==> config.mk <==
export PLATFORM = sky130hd
export DESIGN_NAME = alu_ctrl_decode_idex
export DESIGN_NICKNAME = d
export VERILOG_FILES = /design/src/rtl/alu_ctrl_decode_idex.sv
export SDC_FILE = /design/constraint.sdc
export NUM_CORES = 1
export LEC_CHECK = 0
export CORE_UTILIZATION = 40
export CTS_CLUSTER_SIZE = 24
export DETAILED_ROUTE_END_ITERATION = 8
export HOLD_SLACK_MARGIN = 0.12
export PLACE_DENSITY = 0.73
export SETUP_SLACK_MARGIN = 0.5
export SYNTH_ARGS = -nofsm -noshare
export SYNTH_HDL_FRONTEND = slang
export SYNTH_SLANG_ARGS = --single-unit
==> constraint.sdc <==
create_clock -name clk -period 2 [get_ports clk]
set_clock_uncertainty 0.15 [all_clocks]
set_input_delay 0.2 -clock clk [delete_from_list [all_inputs] [get_ports clk]]
set_output_delay 0.2 -clock clk [all_outputs]
set_load 0.005 [all_outputs]
==> src/rtl/alu_ctrl_decode_idex.sv <==
// RV32I ID-stage decoder feeding the ID/EX pipeline register.
// Produces one-hot ALU control, branch opcode, operand selects and writeback controls.
module alu_ctrl_decode_idex #(
    parameter int unsigned ILL_CNT_W = 8
) (
    input  logic                 clk,
    input  logic                 rst_n,
    input  logic                 in_valid,
    input  logic [31:0]          instr,
    input  logic [31:0]          pc,
    input  logic                 stall,
    input  logic                 flush,
    output logic                 out_valid,
    output logic [9:0]           alu_ctrl,
    output logic [2:0]           bropcode,
    output logic                 is_branch,
    output logic                 is_jump,
    output logic [1:0]           a_sel,
    output logic [1:0]           b_sel,
    output logic [31:0]          imm,
    output logic [4:0]           rs1,
    output logic [4:0]           rs2,
    output logic [4:0]           rd,
    output logic                 reg_write,
    output logic                 mem_read,
    output logic                 mem_write,
    output logic [31:0]          pc_q,
    output logic                 illegal,
    output logic [ILL_CNT_W-1:0] ill_cnt
);

    localparam logic [6:0] OpcOp     = 7'b0110011;
    localparam logic [6:0] OpcOpImm  = 7'b0010011;
    localparam logic [6:0] OpcBranch = 7'b1100011;
    localparam logic [6:0] OpcLoad   = 7'b0000011;
    localparam logic [6:0] OpcStore  = 7'b0100011;
    localparam logic [6:0] OpcLui    = 7'b0110111;
    localparam logic [6:0] OpcAuipc  = 7'b0010111;
    localparam logic [6:0] OpcJal    = 7'b1101111;
    localparam logic [6:0] OpcJalr   = 7'b1100111;

    localparam logic [9:0] AluAdd  = 10'h001;
    localparam logic [9:0] AluSub  = 10'h002;
    localparam logic [9:0] AluSll  = 10'h004;
    localparam logic [9:0] AluSlt  = 10'h008;
    localparam logic [9:0] AluSltu = 10'h010;
    localparam logic [9:0] AluXor  = 10'h020;
    localparam logic [9:0] AluSrl  = 10'h040;
    localparam logic [9:0] AluSra  = 10'h080;
    localparam logic [9:0] AluOr   = 10'h100;
    localparam logic [9:0] AluAnd  = 10'h200;

    localparam logic [2:0] BropNone = 3'b010;

    localparam logic [1:0] ASelRs1  = 2'd0;
    localparam logic [1:0] ASelPc   = 2'd1;
    localparam logic [1:0] ASelZero = 2'd2;
    localparam logic [1:0] BSelRs2  = 2'd0;
    localparam logic [1:0] BSelImm  = 2'd1;
    localparam logic [1:0] BSelFour = 2'd2;

    typedef struct packed {
        logic        valid;
        logic [9:0]  alu_ctrl;
        logic [2:0]  bropcode;
        logic        is_branch;
        logic        is_jump;
        logic [1:0]  a_sel;
        logic [1:0]  b_sel;
        logic [31:0] imm;
        logic [4:0]  rs1;
        logic [4:0]  rs2;
        logic [4:0]  rd;
        logic        reg_write;
        logic        mem_read;
        logic        mem_write;
        logic [31:0] pc;
        logic        illegal;
    } idex_t;

    function automatic idex_t bubble_state();
        idex_t s;
        s          = '0;
        s.bropcode = BropNone;
        return s;
    endfunction

    // alt selects SUB / SRA on the funct3 codes that have an alternate form
    function automatic logic [9:0] alu_onehot(input logic [2:0] f3, input logic alt);
        logic [9:0] oh;
        case (f3)
            3'b000:  oh = alt ? AluSub : AluAdd;
            3'b001:  oh = AluSll;
            3'b010:  oh = AluSlt;
            3'b011:  oh = AluSltu;
            3'b100:  oh = AluXor;
            3'b101:  oh = alt ? AluSra : AluSrl;
            3'b110:  oh = AluOr;
            default: oh = AluAnd;
        endcase
        return oh;
    endfunction

    logic [6:0]  opcode;
    logic [2:0]  funct3;
    logic [6:0]  funct7;
    logic        f7_zero;
    logic        f7_alt;
    logic [31:0] imm_i;
    logic [31:0] imm_s;
    logic [31:0] imm_b;
    logic [31:0] imm_u;
    logic [31:0] imm_j;

    assign opcode  = instr[6:0];
    assign funct3  = instr[14:12];
    assign funct7  = instr[31:25];
    assign f7_zero = (funct7 == 7'b0000000);
    assign f7_alt  = (funct7 == 7'b0100000);

    assign imm_i = {{20{instr[31]}}, instr[31:20]};
    assign imm_s = {{20{instr[31]}}, instr[31:25], instr[11:7]};
    assign imm_b = {{19{instr[31]}}, instr[31], instr[7], instr[30:25], instr[11:8], 1'b0};
    assign imm_u = {instr[31:12], 12'b0};
    assign imm_j = {{11{instr[31]}}, instr[31], instr[19:12], instr[20], instr[30:21], 1'b0};

    logic [9:0]  dec_alu;
    logic [2:0]  dec_brop;
    logic        dec_branch;
    logic        dec_jump;
    logic [1:0]  dec_a_sel;
    logic [1:0]  dec_b_sel;
    logic [31:0] dec_imm;
    logic        dec_reg_write;
    logic        dec_mem_read;
    logic        dec_mem_write;
    logic        dec_illegal;

    always_comb begin
        dec_alu       = '0;
        dec_brop      = BropNone;
        dec_branch    = 1'b0;
        dec_jump      = 1'b0;
        dec_a_sel     = ASelRs1;
        dec_b_sel     = BSelRs2;
        dec_imm       = '0;
        dec_reg_write = 1'b0;
        dec_mem_read  = 1'b0;
        dec_mem_write = 1'b0;
        dec_illegal   = 1'b0;
        case (opcode)
            OpcOp: begin
                if ((funct3 == 3'b000 || funct3 == 3'b101) ? (f7_zero || f7_alt) : f7_zero) begin
                    dec_alu       = alu_onehot(funct3, f7_alt);
                    dec_reg_write = 1'b1;
                end else begin
                    dec_illegal = 1'b1;
                end
            end
            OpcOpImm: begin
                if ((funct3 == 3'b001 && !f7_zero) ||
                    (funct3 == 3'b101 && !(f7_zero || f7_alt))) begin
                    dec_illegal = 1'b1;
                end else begin
                    // funct3 000 has no SUB form in OP-IMM; only shifts honour funct7
                    dec_alu       = alu_onehot(funct3, (funct3 == 3'b101) && f7_alt);
                    dec_b_sel     = BSelImm;
                    dec_reg_write = 1'b1;
                    if (funct3 == 3'b001 || funct3 == 3'b101) begin
                        dec_imm = {27'b0, instr[24:20]};
                    end else begin
                        dec_imm = imm_i;
                    end
                end
            end
            OpcBranch: begin
                if (funct3 == 3'b010 || funct3 == 3'b011) begin
                    dec_illegal = 1'b1;
                end else begin
                    dec_alu    = AluSub;
                    dec_brop   = funct3;
                    dec_branch = 1'b1;
                    dec_imm    = imm_b;
                end
            end
            OpcLoad: begin
                dec_alu       = AluAdd;
                dec_b_sel     = BSelImm;
                dec_imm       = imm_i;
                dec_mem_read  = 1'b1;
                dec_reg_write = 1'b1;
            end
            OpcStore: begin
                dec_alu       = AluAdd;
                dec_b_sel     = BSelImm;
                dec_imm       = imm_s;
                dec_mem_write = 1'b1;
            end
            OpcLui: begin
                dec_alu       = AluAdd;
                dec_a_sel     = ASelZero;
                dec_b_sel     = BSelImm;
                dec_imm       = imm_u;
                dec_reg_write = 1'b1;
            end
            OpcAuipc: begin
                dec_alu       = AluAdd;
                dec_a_sel     = ASelPc;
                dec_b_sel     = BSelImm;
                dec_imm       = imm_u;
                dec_reg_write = 1'b1;
            end
            OpcJal: begin
                dec_alu       = AluAdd;
                dec_a_sel     = ASelPc;
                dec_b_sel     = BSelFour;
                dec_imm       = imm_j;
                dec_jump      = 1'b1;
                dec_reg_write = 1'b1;
            end
            OpcJalr: begin
                if (funct3 != 3'b000) begin
                    dec_illegal = 1'b1;
                end else begin
                    dec_alu       = AluAdd;
                    dec_a_sel     = ASelPc;
                    dec_b_sel     = BSelFour;
                    dec_imm       = imm_i;
                    dec_jump      = 1'b1;
                    dec_reg_write = 1'b1;
                end
            end
            default: dec_illegal = 1'b1;
        endcase
    end

    idex_t st_d;
    idex_t st_q;

    // Illegal instructions keep valid/pc but carry a bubble's controls
    always_comb begin
        st_d = bubble_state();
        if (in_valid) begin
            st_d.valid = 1'b1;
            st_d.pc    = pc;
            if (dec_illegal) begin
                st_d.illegal = 1'b1;
            end else begin
                st_d.alu_ctrl  = dec_alu;
                st_d.bropcode  = dec_brop;
                st_d.is_branch = dec_branch;
                st_d.is_jump   = dec_jump;
                st_d.a_sel     = dec_a_sel;
                st_d.b_sel     = dec_b_sel;
                st_d.imm       = dec_imm;
                st_d.rs1       = instr[19:15];
                st_d.rs2       = instr[24:20];
                st_d.rd        = dec_reg_write ? instr[11:7] : 5'd0;
                st_d.reg_write = dec_reg_write;
                st_d.mem_read  = dec_mem_read;
                st_d.mem_write = dec_mem_write;
            end
        end
    end

    logic [ILL_CNT_W-1:0] ill_cnt_q;

    always_ff @(posedge clk or negedge rst_n) begin
        if (!rst_n) begin
            st_q      <= bubble_state();
            ill_cnt_q <= '0;
        end else if (flush) begin
            st_q <= bubble_state();
        end else if (!stall) begin
            st_q <= st_d;
            if (in_valid && dec_illegal && ill_cnt_q != {ILL_CNT_W{1'b1}}) begin
                ill_cnt_q <= ill_cnt_q + ILL_CNT_W'(1);
            end
        end
    end

    assign out_valid = st_q.valid;
    assign alu_ctrl  = st_q.alu_ctrl;
    assign bropcode  = st_q.bropcode;
    assign is_branch = st_q.is_branch;
    assign is_jump   = st_q.is_jump;
    assign a_sel     = st_q.a_sel;
    assign b_sel     = st_q.b_sel;
    assign imm       = st_q.imm;
    assign rs1       = st_q.rs1;
    assign rs2       = st_q.rs2;
    assign rd        = st_q.rd;
    assign reg_write = st_q.reg_write;
    assign mem_read  = st_q.mem_read;
    assign mem_write = st_q.mem_write;
    assign pc_q      = st_q.pc;
    assign illegal   = st_q.illegal;
    assign ill_cnt   = ill_cnt_q;

endmodule

==> summary.md <==
| Metric | Value |
|---|---|
| Synthesized netlist cell count | `433` |
| Footprint of the multi-input gates | `0.00247 sq mm` |
| Most used cell, CP | `nor4_4` |
| Die Wd | `112 um` |
| Setup violators final | `0` |
| IO Count | `180` |
| Fill count | `784` |
| Met1 Wirelength | `7010 um` |
| Max Slew Vio Count | `0` |
| 1st-iter DRT viols | `380` |
| H-tree depth | `3` |
| Most common cell in the synthesized netlist | `dfrtp_1` |
| R2R cell count | `7` |
| Peak VDD IR | `521 uV` |
| Cell Area, Synth | `0.00486 sq mm` |
| EDFF count, synth | `0` |
| GRT Overall Usage | `27.3%` |
| Antenna Cells | `0` |
| Syn_nets | `503` |
| Post-synth top cells | `dfrtp_1 (110), a22o_1 (60), nand2_1 (45)` |
| CP max stage delay | `0.41 ns` |
| Fin util | `74.0%` |
| Final period util | `85.0%` |
| Die footprint | `0.0126 sq mm` |
| Final hold slack | `0.156 ns` |
| Clock transition at path regs | `0.07 ns` |
| CP max stage cell | `nor4_4` |
| Initial core utilization | `41.9%` |
| Share of the synthesized area in the top cell type | `56.6%` |
| Clock Tree Root | `clkbuf_16` |
| GPL Wtd Cong | `0.865` |
| Ranking of synthesized cells by area | `dfrtp_1 (57%), a22o_1 (11%), nand2_1 (3.5%), o21ai_0 (2.1%), o21ai_1 (2.1%)` |
| Vias per cell | `5.56` |
| Top sig layer | `met4` |
| Cells after DPL | `804` |
| # clock sinks | `111` |
| First-pass GRT wire length | `26800 um` |
| DR WL/cell | `19.5 um` |
| Routed wire length | `17200 um` |
| Final hold vios | `0` |
| Reg2Reg Launch Point | `ill_cnt[0]$_DFFE_PN0P_` |
| RSZ-0062 raised after global routing | `true` |
| Worst slew pin tran | `0.453 ns` |
| CP Capture Type | `flop` |
| Clock Path Buffers | `2` |
| Leak | `4.36 nW` |
| CP arrival | `1.77 ns` |
| Post-DP HPWL | `11000 um` |
| Post-synthesis register bit count | `111` |
| Critical Setup Path Class | `in -> reg` |
| Vias in the first global route | `5051` |
| Status | `finished, violations left` |
| Layout Area Growth over Synthesis | `76.7%` |
| Sequential area share after synthesis | `57.2%` |
| Worst skew pair latency | `0.35 ns` |
| Max-cap violations | `0` |
| Largest net degree at the start of global routing | `72` |
| Worst Path Required | `2.07 ns` |
| Cell Pwr Density | `590 mW/mm^2` |
| Die Y | `112 um` |
| Core Region | `0.0116 sq mm` |
| Share of flip-flops with an asynchronous set or reset | `100%` |
| Detailed-route via count | `4917` |
| Fmax | `588 MHz` |
| Dominant synthesized flop cell | `dfrtp_1` |
| Min-Delay Path Class | `in -> async` |
| Total gr overflow | `0` |
| CP max FO | `4` |
| DR WL met2 | `8710 um` |
| Number of CTS-inserted buffers | `9` |
| PortBufs | `179` |
| Dpl cell area | `0.00736 sq mm` |
| YS warnings | `0` |
| Max transition margin | `69.5%` |
| Mean Syn Cell Area | `11.2 sq um` |
| Total power | `0.00507 W` |
| Failing checks | `design-rule violations` |
| Synth unique cells | `58` |
| CTS tree | `built` |
| Crit path time final | `1.70 ns` |
| Synth area leader | `dfrtp_1` |
| Routed wl met3 | `1080 um` |
| Initial antenna violation count | `0` |
| Final cell count without fillers | `885` |
| Nets | `807` |
| Post-route DRC | `10` |
| DRT antenna net count | `0` |
| Reg2Reg Setup Slack | `0.36 ns` |
| # rows | `39` |
| TritonRoute pass-1 iters | `9` |
| CP startpoint kind | `input port` |
| Post-route cell area | `0.00859 sq mm` |
| Reg area | `0.00278 sq mm` |
| CP Cell Sequence | `buf_8 -> nor4_4 -> a31oi_4 -> o22a_4 -> a21oi_4 -> buf_6 -> nor4_4 -> xor2_1` |
| Share of layout cells above drive strength 1 | `35.4%` |
| FF-to-FF End | `ill_cnt[1]$_DFFE_PN0P_` |
==> report_power, final <==
group | total, W | switching, W | internal [W]
registers | 0.00236 | 0.0000460 | 0.00231
clock network | 0.00181 | 0.000829 | 0.000979
logic | 0.000901 | 0.000419 | 0.000483
total | 0.00507 | 0.00129 | 0.00377
==> registers in the layout (all words and copies together) (netlist names) <==
signal	count
mem_read	1
ill_cnt	8
mem_write	1
bropcode	3
illegal	1
a_sel	2
rs1	5
b_sel	2
is_branch	1
rs2	5
imm	32
rd	5
is_jump	1
alu_ctrl	10
pc_q	32
out_valid	1
reg_write	1
==> timing repair <==
item | CTS | global route
pin swaps | 52 | 19
endpoints found under the hold margin | 115 | 0
endpoints found under the setup margin | 189 | 75
cloned | 5 | 0
resized for setup | 267 | 33
setup buffers | 50 | 6
hold buffers | 4 | 0
==> critical path: cells and delay by family <==
kind | cells | cell delay, ns
XOR/XNOR | 1 | 0.16
AND/OR/NAND/NOR | 2 | 0.46
AO/OA/AOI/OAI | 3 | 0.70
buffers and inverters | 2 | 0.26
==> routing by layer <==
metal,up-vias,global-route usage (%)
met1,2478,35.8
li1,2215,-
met4,0,10.3
met5,-,0
met2,189,44.3
met3,35,6.37
==> worst max path at each step <==
stage	from	to	slack (ns)	cells after the start
after floorplan	instr[3]	ill_cnt[1]$_DFFE_PN0P_	0.21	6
after global placement	instr[28]	ill_cnt[0]$_DFFE_PN0P_	-0.38	8
after detailed placement	instr[28]	imm[7]$_DFFE_PN0P_	-0.44	7
after CTS	instr[26]	ill_cnt[6]$_DFFE_PN0P_	0.35	8
after global routing	instr[14]	a_sel[1]$_DFFE_PN0P_	0.28	9
final	instr[25]	ill_cnt[6]$_DFFE_PN0P_	0.30	8
==> area by class of cell <==
cell class              count  share of cell area [%]
clock buffers              10                    2.67
clock inverters             6                   0.816
inverters                   5                   0.218
multi-input cells         289                    28.8
flip-flops and latches    111                    32.3
well taps                 143                    2.08
repair buffers            321                    33.1
==> layout by cell type (no fill, tap or decap), types with 13 or more instances in the layout <==
master,instances
nand2_1,42
buf_4,114
dlygate4sd2_1,116
dfrtp_1,110
a22o_1,60
buf_6,18
o21ai_2,30
clkdlybuf4s50_1,47
a21oi_1,13
==> stage by stage <==
step | TNS, ns | setup WS, ns
after floorplan | 0 | 0.215
after global placement | -22.07 | -0.383
after detailed placement | -25.81 | -0.443
after CTS | 0 | 0.348
after global routing | 0 | 0.278
final | 0 | 0.300
==> cell families after synthesis <==
kind of cell,share of synthesized area (%)
AO/OA/AOI/OAI,24.4
XOR/XNOR,1.62
adder cells (fa/ha/maj),0.257
buffers and inverters,3.37
flip-flops,57.2
multiplexers,0.232
AND/OR/NAND/NOR,13.0
(Power assumes the default switching activity.)
